### config.mk
export PLATFORM = sky130hd
export DESIGN_NAME = tile_turn_ctrl
export DESIGN_NICKNAME = d
export VERILOG_FILES = /design/src/rtl/tile_pkg.sv /design/src/rtl/key_edge.sv /design/src/rtl/tile_turn_ctrl.sv
export SDC_FILE = /design/constraint.sdc
export NUM_CORES = 1
export LEC_CHECK = 0
export CAP_MARGIN = 0
export CORE_MARGIN = 5
export CORE_UTILIZATION = 58
export DETAILED_ROUTE_END_ITERATION = 12
export PLACE_DENSITY = 0.84
export SKIP_CTS_REPAIR_TIMING = 1
export SLEW_MARGIN = 20
export SYNTH_ARGS = -nofsm -noshare
export SYNTH_HDL_FRONTEND = slang
export SYNTH_SLANG_ARGS = --single-unit
### constraint.sdc
create_clock -name CLOCK_50 -period 3.85 [get_ports CLOCK_50]
set_clock_uncertainty 0.1 [all_clocks]
set_input_delay 0.385 -clock CLOCK_50 [delete_from_list [all_inputs] [get_ports CLOCK_50]]
set_output_delay 0.385 -clock CLOCK_50 [all_outputs]
set_load 0.05 [all_outputs]
### src/rtl/tile_pkg.sv
// Shared types and helpers for the tile-matching turn sequencer.
// Helpers operate on a fixed-width container; callers zero-extend their switch vector.
package tile_pkg;
  localparam int NUM_TILES_DEF = 10;
  localparam int TILE_IDX_W    = $clog2(NUM_TILES_DEF);
  localparam int MAX_TILES     = 64;
  localparam int MAX_IDX_W     = $clog2(MAX_TILES);

  typedef enum logic [2:0] {
    ST_IDLE, ST_WAIT1, ST_READ1, ST_WAIT2, ST_READ2, ST_CMP, ST_SHOW, ST_DONE
  } state_e;

  function automatic logic is_onehot(input logic [MAX_TILES-1:0] v);
    return (v != '0) && ((v & (v - MAX_TILES'(1))) == '0);
  endfunction

  function automatic logic [MAX_IDX_W-1:0] onehot_idx(input logic [MAX_TILES-1:0] v);
    logic [MAX_IDX_W-1:0] idx;
    idx = '0;
    for (int i = 0; i < MAX_TILES; i++) begin
      if (v[i]) idx = MAX_IDX_W'(i);
    end
    return idx;
  endfunction
endpackage

### src/rtl/key_edge.sv
// Two-flop synchronizer and falling-edge press detector for an active-low button.
module key_edge (
  input  logic clk,
  input  logic rst_n,
  input  logic key_n_i,
  output logic press_o
);
  logic sync1_q, sync2_q, prev_q, press_q;

  // NOTE: non-blocking assignments make every flop sample the pre-edge values,
  // so the chain shifts by exactly one stage per clock.
  always_ff @(posedge clk or negedge rst_n) begin
    if (!rst_n) begin
      sync1_q <= 1'b1;
      sync2_q <= 1'b1;
      prev_q  <= 1'b1;
      press_q <= 1'b0;
    end else begin
      sync1_q <= key_n_i;
      sync2_q <= sync1_q;
      prev_q  <= sync2_q;
      press_q <= prev_q & ~sync2_q;
    end
  end

  assign press_o = press_q;
endmodule

### src/rtl/tile_turn_ctrl.sv
// Two-pick turn sequencer: debounced picks, board reads, compare, and
// matched/revealed masks with score and attempt counters.
module tile_turn_ctrl
  import tile_pkg::*;
#(
  parameter int NUM_TILES     = NUM_TILES_DEF,
  parameter int VAL_W         = 4,
  parameter int REVEAL_CYCLES = 4
) (
  input  logic                          CLOCK_50,
  input  logic                          resetn,
  input  logic                          start_n,
  input  logic                          pick1_n,
  input  logic                          pick2_n,
  input  logic [NUM_TILES-1:0]          sel,
  output logic [$clog2(NUM_TILES)-1:0]  tile_addr,
  input  logic [VAL_W-1:0]              tile_val,
  output logic [NUM_TILES-1:0]          matched,
  output logic [NUM_TILES-1:0]          revealed,
  output logic [$clog2(NUM_TILES/2):0]  score,
  output logic [7:0]                    tries,
  output logic                          pick_err,
  output logic                          game_over
);
  localparam int IDX_W   = $clog2(NUM_TILES);
  localparam int SCORE_W = $clog2(NUM_TILES/2) + 1;
  localparam int CNT_W   = $clog2(REVEAL_CYCLES) + 1;
  localparam int PAIRS   = NUM_TILES / 2;

  logic start_p, pick1_p, pick2_p;

  key_edge u_start (.clk(CLOCK_50), .rst_n(resetn), .key_n_i(start_n), .press_o(start_p));
  key_edge u_pick1 (.clk(CLOCK_50), .rst_n(resetn), .key_n_i(pick1_n), .press_o(pick1_p));
  key_edge u_pick2 (.clk(CLOCK_50), .rst_n(resetn), .key_n_i(pick2_n), .press_o(pick2_p));

  state_e               state_q, state_d;
  logic [IDX_W-1:0]     idx1_q, idx1_d, idx2_q, idx2_d, addr_q, addr_d;
  logic [VAL_W-1:0]     val1_q, val1_d, val2_q, val2_d;
  logic [NUM_TILES-1:0] matched_q, matched_d, revealed_q, revealed_d;
  logic [SCORE_W-1:0]   score_q, score_d, score_inc;
  logic [7:0]           tries_q, tries_d;
  logic [CNT_W-1:0]     cnt_q, cnt_d;
  logic                 pick_err_q, pick_err_d;

  logic [MAX_TILES-1:0] sel_ext;
  logic [IDX_W-1:0]     sel_idx;
  logic                 sel_legal, take1, take2, acc1, acc2;

  assign sel_ext   = MAX_TILES'(sel);
  assign sel_idx   = IDX_W'(onehot_idx(sel_ext));
  assign sel_legal = is_onehot(sel_ext) && ((sel & matched_q) == '0);
  // Start wins over any pick landing in the same cycle.
  assign take1     = !start_p && (state_q == ST_WAIT1) && pick1_p;
  assign take2     = !start_p && (state_q == ST_WAIT2) && pick2_p;
  assign acc1      = take1 && sel_legal;
  assign acc2      = take2 && sel_legal && (sel_idx != idx1_q);
  assign score_inc = score_q + SCORE_W'(1);

  always_ff @(posedge CLOCK_50 or negedge resetn) begin
    if (!resetn) begin
      state_q    <= ST_IDLE;
      idx1_q     <= '0;
      idx2_q     <= '0;
      addr_q     <= '0;
      val1_q     <= '0;
      val2_q     <= '0;
      matched_q  <= '0;
      revealed_q <= '0;
      score_q    <= '0;
      tries_q    <= '0;
      cnt_q      <= '0;
      pick_err_q <= 1'b0;
    end else begin
      state_q    <= state_d;
      idx1_q     <= idx1_d;
      idx2_q     <= idx2_d;
      addr_q     <= addr_d;
      val1_q     <= val1_d;
      val2_q     <= val2_d;
      matched_q  <= matched_d;
      revealed_q <= revealed_d;
      score_q    <= score_d;
      tries_q    <= tries_d;
      cnt_q      <= cnt_d;
      pick_err_q <= pick_err_d;
    end
  end

  // NOTE: every _d is given its hold value before any branch, so no path infers a latch.
  always_comb begin
    state_d    = state_q;
    idx1_d     = idx1_q;
    idx2_d     = idx2_q;
    addr_d     = addr_q;
    val1_d     = val1_q;
    val2_d     = val2_q;
    matched_d  = matched_q;
    revealed_d = revealed_q;
    score_d    = score_q;
    tries_d    = tries_q;
    cnt_d      = cnt_q;
    pick_err_d = (take1 && !acc1) || (take2 && !acc2);

    if (start_p) begin
      matched_d  = '0;
      revealed_d = '0;
      score_d    = '0;
      tries_d    = '0;
      state_d    = ST_WAIT1;
    end else begin
      case (state_q)
        ST_WAIT1: if (acc1) begin
          idx1_d     = sel_idx;
          addr_d     = sel_idx;
          revealed_d = revealed_q | sel;
          state_d    = ST_READ1;
        end
        ST_READ1: begin
          val1_d  = tile_val;
          state_d = ST_WAIT2;
        end
        ST_WAIT2: if (acc2) begin
          idx2_d     = sel_idx;
          addr_d     = sel_idx;
          revealed_d = revealed_q | sel;
          state_d    = ST_READ2;
        end
        ST_READ2: begin
          val2_d  = tile_val;
          state_d = ST_CMP;
        end
        ST_CMP: begin
          tries_d = (tries_q == 8'hFF) ? tries_q : tries_q + 8'd1;
          if (val1_q == val2_q) begin
            matched_d[idx1_q] = 1'b1;
            matched_d[idx2_q] = 1'b1;
            score_d           = score_inc;
            state_d           = (score_inc == SCORE_W'(PAIRS)) ? ST_DONE : ST_WAIT1;
          end else begin
            cnt_d   = CNT_W'(REVEAL_CYCLES - 1);
            state_d = ST_SHOW;
          end
        end
        ST_SHOW: begin
          if (cnt_q == '0) begin
            revealed_d[idx1_q] = 1'b0;
            revealed_d[idx2_q] = 1'b0;
            state_d            = ST_WAIT1;
          end else begin
            cnt_d = cnt_q - CNT_W'(1);
          end
        end
        default: ;
      endcase
    end
  end

  // The address is presented in the accepting cycle so the synchronous board read lands in READx.
  always_comb begin
    tile_addr = addr_q;
    if (acc1 || acc2) tile_addr = sel_idx;
    game_over = (state_q == ST_DONE);
  end

  assign matched  = matched_q;
  assign revealed = revealed_q;
  assign score    = score_q;
  assign tries    = tries_q;
  assign pick_err = pick_err_q;
endmodule

==> flow_metrics.tcl, run 1 <==
set metrics [dict create \
    status "finished, final reports clean" \
    synth.top_cells.by_area "dfrtp_1, dfstp_2, mux2_2" \
    period_share_pct 90.43 \
    fmax_ghz 0.2872 \
    drt-initial-drc-count 151 \
    hold_viol_final 0 \
    antenna_found_initial 0 \
    cts_tree "built" \
    final_cell_mix "dfrtp_1, clkdlybuf4s50_1, nor2_1" \
    ys_warn_count 0 \
    drc 0 \
    coreArea_sq_um 5991 \
    maxCapViolations 0 \
    grt_pass1_wl_mm 14.39 \
    routed_wl_mm 8.444 \
    cts_root_buf "clkbuf_8" \
    clock_latency_ns 0.35 \
    cp-end-kind "output port" \
    p_leak_nw 1.957 \
    clock_path_buffers 2 \
    synthCells 341 \
    place.gp.congestion 0.8759 \
    synthDistinctLibCells 59 \
    synth_nets 365 \
    slew-limit-headroom_pct 49.04 \
    grt_usage_pct 23.59 \
    p_per_area_nw_per_um2 336.5 \
    io_buffers 56 \
    clock-sinks 71 \
    p_int_mw 1.162 \
    final_common_cell "dfrtp_1" \
    yosysTopAreaCell "dfrtp_1" \
    fp.dieH_um 89 \
    swShare_pct 23.64 \
    htree_levels 3 \
    setup.worst_path.class "input pin to output port" \
    final.fill_count 399 \
    grt_pass1_vias 3055 \
    cp_max_fo 10 \
    vias 2879 \
    ys_ff_latch 71 \
    dr.pass1.iters 4 \
    dieArea_sq_um 7921 \
    wl_per_cell_um 17.56 \
    critPathArrivalTime_ns 3.00 \
    syn_avg_cell_area_sq_um 10.62 \
    worst_pin_slew_ns 0.7616 \
    area_growth_pct 24.96 \
    cp_slowest_stage_delay_ns 0.53 \
    vias_per_cell 5.985 \
    p_seq_share_pct 50.2 \
    overflow 0 \
    cpMaxStageDelayCell "clkdlybuf4s50_1" \
    async_flop_share_pct 100.0 \
    final_net_count 425 \
    utilization_pct 75.50 \
    p_comb_share_pct 6.5 \
    switchingPower_mw 0.3597 \
    rsz0062_at_grt "false" \
    start_kind "input pin" \
    yosys.area.top_type_share_pct 42.86 \
    ir_worst_vdd_v 0.0002798 \
    clk_pin_slew_ns 0.08 \
    synth_area_sq_um 3620 \
    layout_min_cycle_time_ns 3.481 \
    tns_ns 0 \
    drv_slew 0 \
    cp.required_ns 3.37 \
    diodes 0 \
    synth_edf_count 0 \
    ys_seq_area_share_pct 49.40 \
    clkPwrFrac_pct 43.2 \
    initial_utilization_pct 60.42 \
    rows 28 \
    dp.final_hpwl_mm 6.065 \
    ant_nets 0 \
    synth_flop_cell "dfrtp_1" \
    drive_gt1_share_pct 18.47 \
    setup_viol 0 \
    io_pins 57 \
    crit_chain "clkdlybuf4s50_1, or2_1, a31oi_2, xnor2_1, o31ai_2, o311ai_2, buf_4, mux2_4, buf_12" \
    grt_max_degree 46 \
    dieWidth_um 89 \
    hp-class "flip-flop to flip-flop" \
    cts-buffers-inserted 9 \
]
cells by family after synthesis:
logic type	count (synthesis)	share of synthesized area (%)
buffers and inverters	31	3.560
multiplexers	27	9.126
flip-flops	71	49.40
adder cells (fa/ha/maj)	5	1.728
AO/OA/AOI/OAI	72	14.93
XOR/XNOR	17	4.113
AND/OR/NAND/NOR	118	17.14
power by group through the flow:
stage | logic [mW] | registers, mW | clock network (mW)
after detailed placement | 0.0982 | 0.779 | 0
after global routing | 0.109 | 0.766 | 0.706
final | 0.0995 | 0.764 | 0.658
after CTS | 0.0992 | 0.764 | 0.676
after global placement | 0.0960 | 0.778 | 0
after floorplan | 0.0418 | 0.778 | 0
area by class of cell:
| type | count | area, sq um | area share [%] |
|---|---|---|---|
| timing repair buffer | 63 | 653.1 | 14.44 |
| tap | 75 | 93.84 | 2.075 |
| inverter | 17 | 63.81 | 1.411 |
| clock buffer | 9 | 123.9 | 2.739 |
| clock inverter | 7 | 97.59 | 2.158 |
| multi-input combinational | 239 | 1703 | 37.65 |
| sequential | 71 | 1788 | 39.53 |
final timing paths:
path	startpoint	endpoint	slack, ns	cells past startpoint
setup / recovery	sel[8]	tile_addr[2]	0.37	9
setup reg to reg	state_q[1]	tries[7]	1.54	6
hold / removal	u_start.sync1_q	u_start.sync2_q	0.26	0
min in group asynchronous	resetn	u_pick2.press_o	0.47	2
hold reg to reg	u_start.sync1_q	u_start.sync2_q	0.26	0
max in group asynchronous	resetn	u_pick2.prev_q	2.39	3
flip-flops by register name, indices dropped and copies added, names as in the netlist, 3 cells and up:
signal and flops:
addr_q 4, state_q 3, idx1_q 4, revealed 10
cnt_q 3, val2_q 4, idx2_q 4, matched 10
val1_q 4, score 4, tries 8
synthesized netlist by cell type (4+ instances only):
cell,instances
dfrtp_1,62
nor2_1,35
nand2_1,23
inv_1,17
o21ai_0,16
a21oi_1,15
mux2_2,15
nand3_1,13
xor2_1,11
nand2b_1,10
clkbuf_1,9
dfstp_2,9
o22ai_1,9
mux2_4,8
nor2b_1,7
xnor2_1,6
ha_1,5
and4_1,4
buf_2,4
or2_2,4
metal layers:
metal	GRT usage, %	routed length, um	vias to the layer above
met5	0	0	-
met3	6.636	570	21
met1	28.76	3402	1405
met4	10.42	205	0
li1	-	-	1333
met2	39.20	4265	120
critical path: cells and delay by family:
kind	cells	cell delay, ns
buffers and inverters	3	0.95
AOI/OAI and AO/OA	3	0.73
and+or+nand+nor	1	0.43
muxes	1	0.34
xor gates and xnor gates	1	0.16
metrics by stage:
stage | cell area (sq um) | setup WS [ns] | cells | hold slack, ns | power, mW
3_3_place_gp | 4289 | 0.4687 | 464 | 0.2460 | 0.8737
2_1_floorplan | 3620 | 1.174 | 341 | -0.01059 | 0.8203
4_1_cts | 4511 | 0.3747 | 480 | 0.09943 | 1.540
6_report | 4523 | 0.3686 | 481 | 0.2577 | 1.522
3_5_place_dp | 4289 | 0.4023 | 464 | 0.2479 | 0.8767
5_1_grt | 4523 | 0.2303 | 481 | 0.2632 | 1.581
Power figures use the tool's default switching activity.
==> run 2, diff against run 1 <==
--- a/config.mk
+++ b/config.mk
@@ -6,6 +6,7 @@
 export NUM_CORES = 1
 export LEC_CHECK = 0
 export CAP_MARGIN = 0
+export CORE_ASPECT_RATIO = 0.75
 export CORE_MARGIN = 5
 export CORE_UTILIZATION = 58
 export DETAILED_ROUTE_END_ITERATION = 12
==> run 2 against run 1 <==
Against the previous run:
- via count down 0.52%
- sequential cell count unchanged
- critical path depth unchanged
- clock-buffer cell count is 2 higher
- hold slack worse by 0.13 ns
- register-to-register slack worse by 0.07 ns
- sequential power is essentially flat
- highest routed layer unchanged
==> flow_metrics.tcl, run 2 (synthesized netlist as in run 1, its figures left out) <==
set metrics [dict create \
    vias 2864 \
    utilization_pct 75.97 \
    fp.dieH_um 78.42 \
    dieArea_sq_um 7937 \
    routed_wl_mm 8.696 \
    final_common_cell "dfrtp_1" \
    grt_max_degree 72 \
    cp_max_fo 10 \
    cts-buffers-inserted 9 \
    p_per_area_nw_per_um2 337.1 \
    ir_worst_vdd_v 0.0002839 \
    layout_min_cycle_time_ns 3.522 \
    cts_tree "built" \
    drv_slew 0 \
    place_inst 467 \
    cp.required_ns 3.37 \
    setup_viol 0 \
    final_cell_count_no_fill 483 \
    slew-limit-headroom_pct 40.72 \
    final_net_count 424 \
    setup.worst_path.class "input pin to output port" \
    fmax_ghz 0.2839 \
    dr.pass1.iters 5 \
    cp-end-kind "output port" \
    grt_pass1_wl_mm 14.54 \
    htree_levels 3 \
    drive_gt1_share_pct 18.27 \
    ant_nets 0 \
    hp-class "input pin to asynchronous set/reset pin" \
    place.gp.congestion 0.9174 \
    status "finished, final reports clean" \
    switchingPower_mw 0.3442 \
    clk_pin_slew_ns 0.07 \
    drt-initial-drc-count 259 \
    hold_viol_final 0 \
    whs_ns 0.1269 \
    overflow 0 \
    dieWidth_um 101.2 \
    swShare_pct 22.60 \
    final_cell_mix "dfrtp_1, clkdlybuf4s50_1, nor2_1" \
    start_kind "input pin" \
    clkPwrFrac_pct 43.3 \
    clock_latency_ns 0.35 \
    worst_pin_slew_ns 0.8892 \
    clock-sinks 71 \
    rsz0062_at_grt "false" \
    worst-r2r-setup-slack_ns 1.47 \
    p_seq_share_pct 50.3 \
    period_share_pct 91.48 \
    setup_ws_ns 0.3278 \
    grt_usage_pct 23.62 \
    rows 24 \
    wl_per_cell_um 18.00 \
    clock_path_buffers 2 \
    cts_root_buf "clkbuf_8" \
    vias_per_cell 5.930 \
    antenna_found_initial 0 \
    grt_pass1_vias 2837 \
    dp.final_hpwl_mm 6.222 \
    maxCapViolations 0 \
    drc 0 \
    critPathArrivalTime_ns 3.04 \
    ff2ff_path_depth 7 \
    diodes 0 \
    p_comb_share_pct 6.4 \
    initial_utilization_pct 60.88 \
    r2r_end "cnt_q[1]" \
    p_leak_nw 1.947 \
    p_int_mw 1.179 \
    tns_ns 0 \
    coreArea_sq_um 5946 \
    r2r-start "val2_q[1]" \
    area_growth_pct 24.78 \
    io_buffers 56 \
    place_ws_ns 0.3727 \
    io_pins 57 \
]
## run 2: changes by cell type in the layout (fill, tap and decap cells not counted)
cell / previous run / this run
clkinvlp_4: 2 / 3
clkbuf_1: 0 / 1
clkbuf_8: 9 / 10
buf_2: 0 / 1
dlygate4sd3_1: 1 / 0
clkinv_4: 2 / 0
buf_4: 7 / 6
clkinv_2: 1 / 0
## run 2: worst max path at each step
| stage | start | to | slack, ns | depth (start not counted) |
|---|---|---|---|---|
| 2_1_floorplan | sel[8] | tile_addr[0] | 1.17 | 8 |
| 3_3_place_gp | sel[8] | tile_addr[0] | 0.46 | 9 |
| 3_5_place_dp | sel[6] | tile_addr[0] | 0.37 | 9 |
| 4_1_cts | sel[6] | tile_addr[0] | 0.34 | 9 |
| 5_1_grt | sel[6] | tile_addr[0] | 0.18 | 9 |
| 6_report | sel[6] | tile_addr[2] | 0.33 | 9 |
## run 2: power groups by stage
stage,sequential (mW),clock (mW),combinational [mW]
final,0.766,0.659,0.0980
after floorplan,0.778,0,0.0418
after global routing,0.767,0.711,0.107
after global placement,0.779,0,0.0948
after CTS,0.766,0.669,0.0983
after detailed placement,0.780,0,0.0973
## run 2: per-layer routing
metal | global-route usage (%) | part of all wire (%) | vias to the layer above
li1 | - | - | 1333
met1 | 33.77 | 43 | 1391
met2 | 34.66 | 47 | 124
met5 | 0 | 0 | -
met3 | 5.757 | 7.8 | 16
met4 | 9.296 | 1.9 | 0
## run 2: metrics by stage
step | power (mW) | area (sq um)
6_report | 1.523 | 4517
4_1_cts | 1.533 | 4517
3_5_place_dp | 0.8770 | 4293
5_1_grt | 1.585 | 4517
3_3_place_gp | 0.8740 | 4293
2_1_floorplan | 0.8203 | 3620
## run 2: critical path, cell delays in order
cell and delay [ns]:
clkdlybuf4s50_1 0.54, nor2_2 0.31, o31a_1 0.25, nor4b_2 0.26, o31ai_2 0.17, o311ai_2 0.36, buf_4 0.27, mux2_4 0.34
buf_12 0.15
## run 2: cell type report
| cell class | count | area [sq um] |
|---|---|---|
| inverters | 17 | 63.81 |
| repair buffers | 62 | 640.6 |
| flip-flops and latches | 71 | 1788 |
| multi-input cells | 239 | 1703 |
| clock buffers | 11 | 141.4 |
| clock inverters | 5 | 82.58 |
| fillers | 421 | 1429 |
| well taps | 78 | 97.59 |
==> run 3, diff against run 2 <==
--- a/config.mk
+++ b/config.mk
@@ -10,7 +10,9 @@
 export CORE_MARGIN = 5
 export CORE_UTILIZATION = 58
 export DETAILED_ROUTE_END_ITERATION = 12
+export GPL_TIMING_DRIVEN = 0
 export PLACE_DENSITY = 0.84
+export REMOVE_ABC_BUFFERS = 1
 export SKIP_CTS_REPAIR_TIMING = 1
 export SLEW_MARGIN = 20
 export SYNTH_ARGS = -nofsm -noshare
==> run 3 against run 2 <==
Against the previous run:
- register-to-register slack got worse by 0.33 ns
- setup slack lost 0.21 ns
- clock-buffer cell count down 2
- hold slack improved by 0.13 ns
- sequential cell count is the same
- first-iteration DRC count increased by 59%
- critical endpoint is now tile_addr[0]
- highest routed layer unchanged
==> flow_metrics.tcl, run 3 (synthesized netlist as in run 1, its figures left out) <==
set metrics [dict create \
    status "finished, final reports clean" \
    final_net_count 423 \
    hp-start "u_pick1.sync1_q" \
    place_inst 463 \
    clock_latency_ns 0.34 \
    dp.final_hpwl_mm 6.068 \
    min_to "u_pick1.sync2_q" \
    worst-r2r-setup-slack_ns 1.14 \
    grt_max_degree 38 \
    slew-limit-headroom_pct 24.75 \
    dieWidth_um 101.2 \
    cp-end-kind "output port" \
    p_int_mw 1.228 \
    place.gp.congestion 0.8883 \
    rows 24 \
    switchingPower_mw 0.3586 \
    clock-sinks 71 \
    cp_slowest_stage_delay_ns 0.54 \
    cts_tree "built" \
    whs_ns 0.2557 \
    clock_path_buffers 2 \
    routed_wl_mm 8.846 \
    area_growth_pct 25.61 \
    cp_max_fo 14 \
    hp-class "flip-flop to flip-flop" \
    antenna_found_initial 0 \
    vias_per_cell 6.127 \
    maxCapViolations 0 \
    drive_gt1_share_pct 17.57 \
    p_seq_share_pct 48.4 \
    ir_worst_vdd_v 0.0003381 \
    fmax_ghz 0.2682 \
    final_cell_count_no_fill 482 \
    wl_per_cell_um 18.35 \
    final_common_cell "dfrtp_1" \
    worst_pin_slew_ns 1.129 \
    cpMaxStageDelayCell "clkdlybuf4s50_1" \
    highest_layer "met4" \
    multi_input_area_sq_um 1724 \
    clkPwrFrac_pct 45.5 \
    crit_chain "clkdlybuf4s50_1, or2_2, a31oi_4, xnor2_1, o31ai_2, o311ai_4, buf_8, mux2_4, dlymetal6s2s_1" \
    final.fill_count 380 \
    cts_root_buf "clkbuf_8" \
    critPathArrivalTime_ns 3.24 \
    finalInstanceArea_sq_um 4547 \
    setup_viol 0 \
    setup_ws_ns 0.1210 \
    drt-initial-drc-count 413 \
    regArea_sq_um 1788 \
    dieArea_sq_um 7937 \
    initial_utilization_pct 60.88 \
    ant_nets 0 \
    crit_family "buffers and inverters" \
    wl_met1_mm 3.979 \
    rsz0062_at_grt "false" \
    vias 2953 \
    place_ws_ns -0.5330 \
    p_comb_share_pct 6.1 \
    grt_pass1_vias 2720 \
    final_cell_mix "dfrtp_1, clkdlybuf4s50_1, nor2_1" \
    hold_viol_final 0 \
    hold_depth 0 \
    cts-buffers-inserted 9 \
    wl_met2_mm 3.997 \
    dr.pass1.iters 5 \
    tns_ns 0 \
    grt_usage_pct 22.83 \
    period_share_pct 96.86 \
    path_buf_inv 3 \
    setup.worst_path.class "input pin to output port" \
    layout_min_cycle_time_ns 3.729 \
    io_pins 57 \
    overflow 0 \
    placed_area_sq_um 4258 \
    clk_pin_slew_ns 0.08 \
    r2r-start "val2_q[1]" \
    wl_met3_um 730 \
    ff2ff_path_depth 6 \
    p_per_area_nw_per_um2 348.9 \
    coreArea_sq_um 5946 \
    grt_pass1_wl_mm 14.26 \
    start_kind "input pin" \
    io_buffers 56 \
    drv_slew 0 \
    cp.required_ns 3.37 \
    swShare_pct 22.60 \
    drc 0 \
    fp.dieH_um 78.42 \
    utilization_pct 76.47 \
    r2r_end "cnt_q[1]" \
    htree_levels 3 \
    diodes 0 \
    p_leak_nw 2.029 \
    total_power_mw 1.587 \
]
-- run 3: layout make-up --
| type | count | area share (%) |
|---|---|---|
| multi-input cells | 239 | 37.92 |
| clock buffers | 9 | 2.724 |
| well taps | 78 | 2.146 |
| inverters | 17 | 1.403 |
| clock inverters | 7 | 2.669 |
| flip-flops and latches | 71 | 39.32 |
| repair buffers | 61 | 13.81 |
-- run 3: how the worst max path moves through the flow --
stage | slack (ns) | to | start | depth (start not counted)
6_report | 0.12 | tile_addr[0] | sel[8] | 9
5_1_grt | 0.05 | tile_addr[0] | sel[8] | 9
4_1_cts | -0.54 | tile_addr[0] | sel[8] | 9
3_5_place_dp | -0.53 | tile_addr[0] | sel[8] | 9
3_3_place_gp | -1.27 | tile_addr[0] | sel[8] | 8
2_1_floorplan | 0.63 | tile_addr[0] | sel[8] | 6
-- run 3: worst reg2reg max path: cells and delay by family (launching register included) --
family | cells | cell delay [ns]
flops | 1 | 0.39
simple gates | 3 | 1.61
xor+xnor | 1 | 0.16
compound gates | 2 | 0.39
-- run 3: per-layer routing --
metal,vias up,track usage (%)
met5,-,0
met1,1444,34.33
met4,0,5.578
li1,1336,-
met2,153,33.22
met3,20,5.669
-- run 3: power by group through the flow --
stage                     Clock, mW  Sequential [mW]  Combinational, mW
after floorplan                   0            0.782             0.0364
after global placement            0            0.782             0.0888
after detailed placement          0            0.783             0.0939
after CTS                     0.730            0.768             0.0944
after global routing          0.767            0.770              0.105
final                         0.721            0.769             0.0968
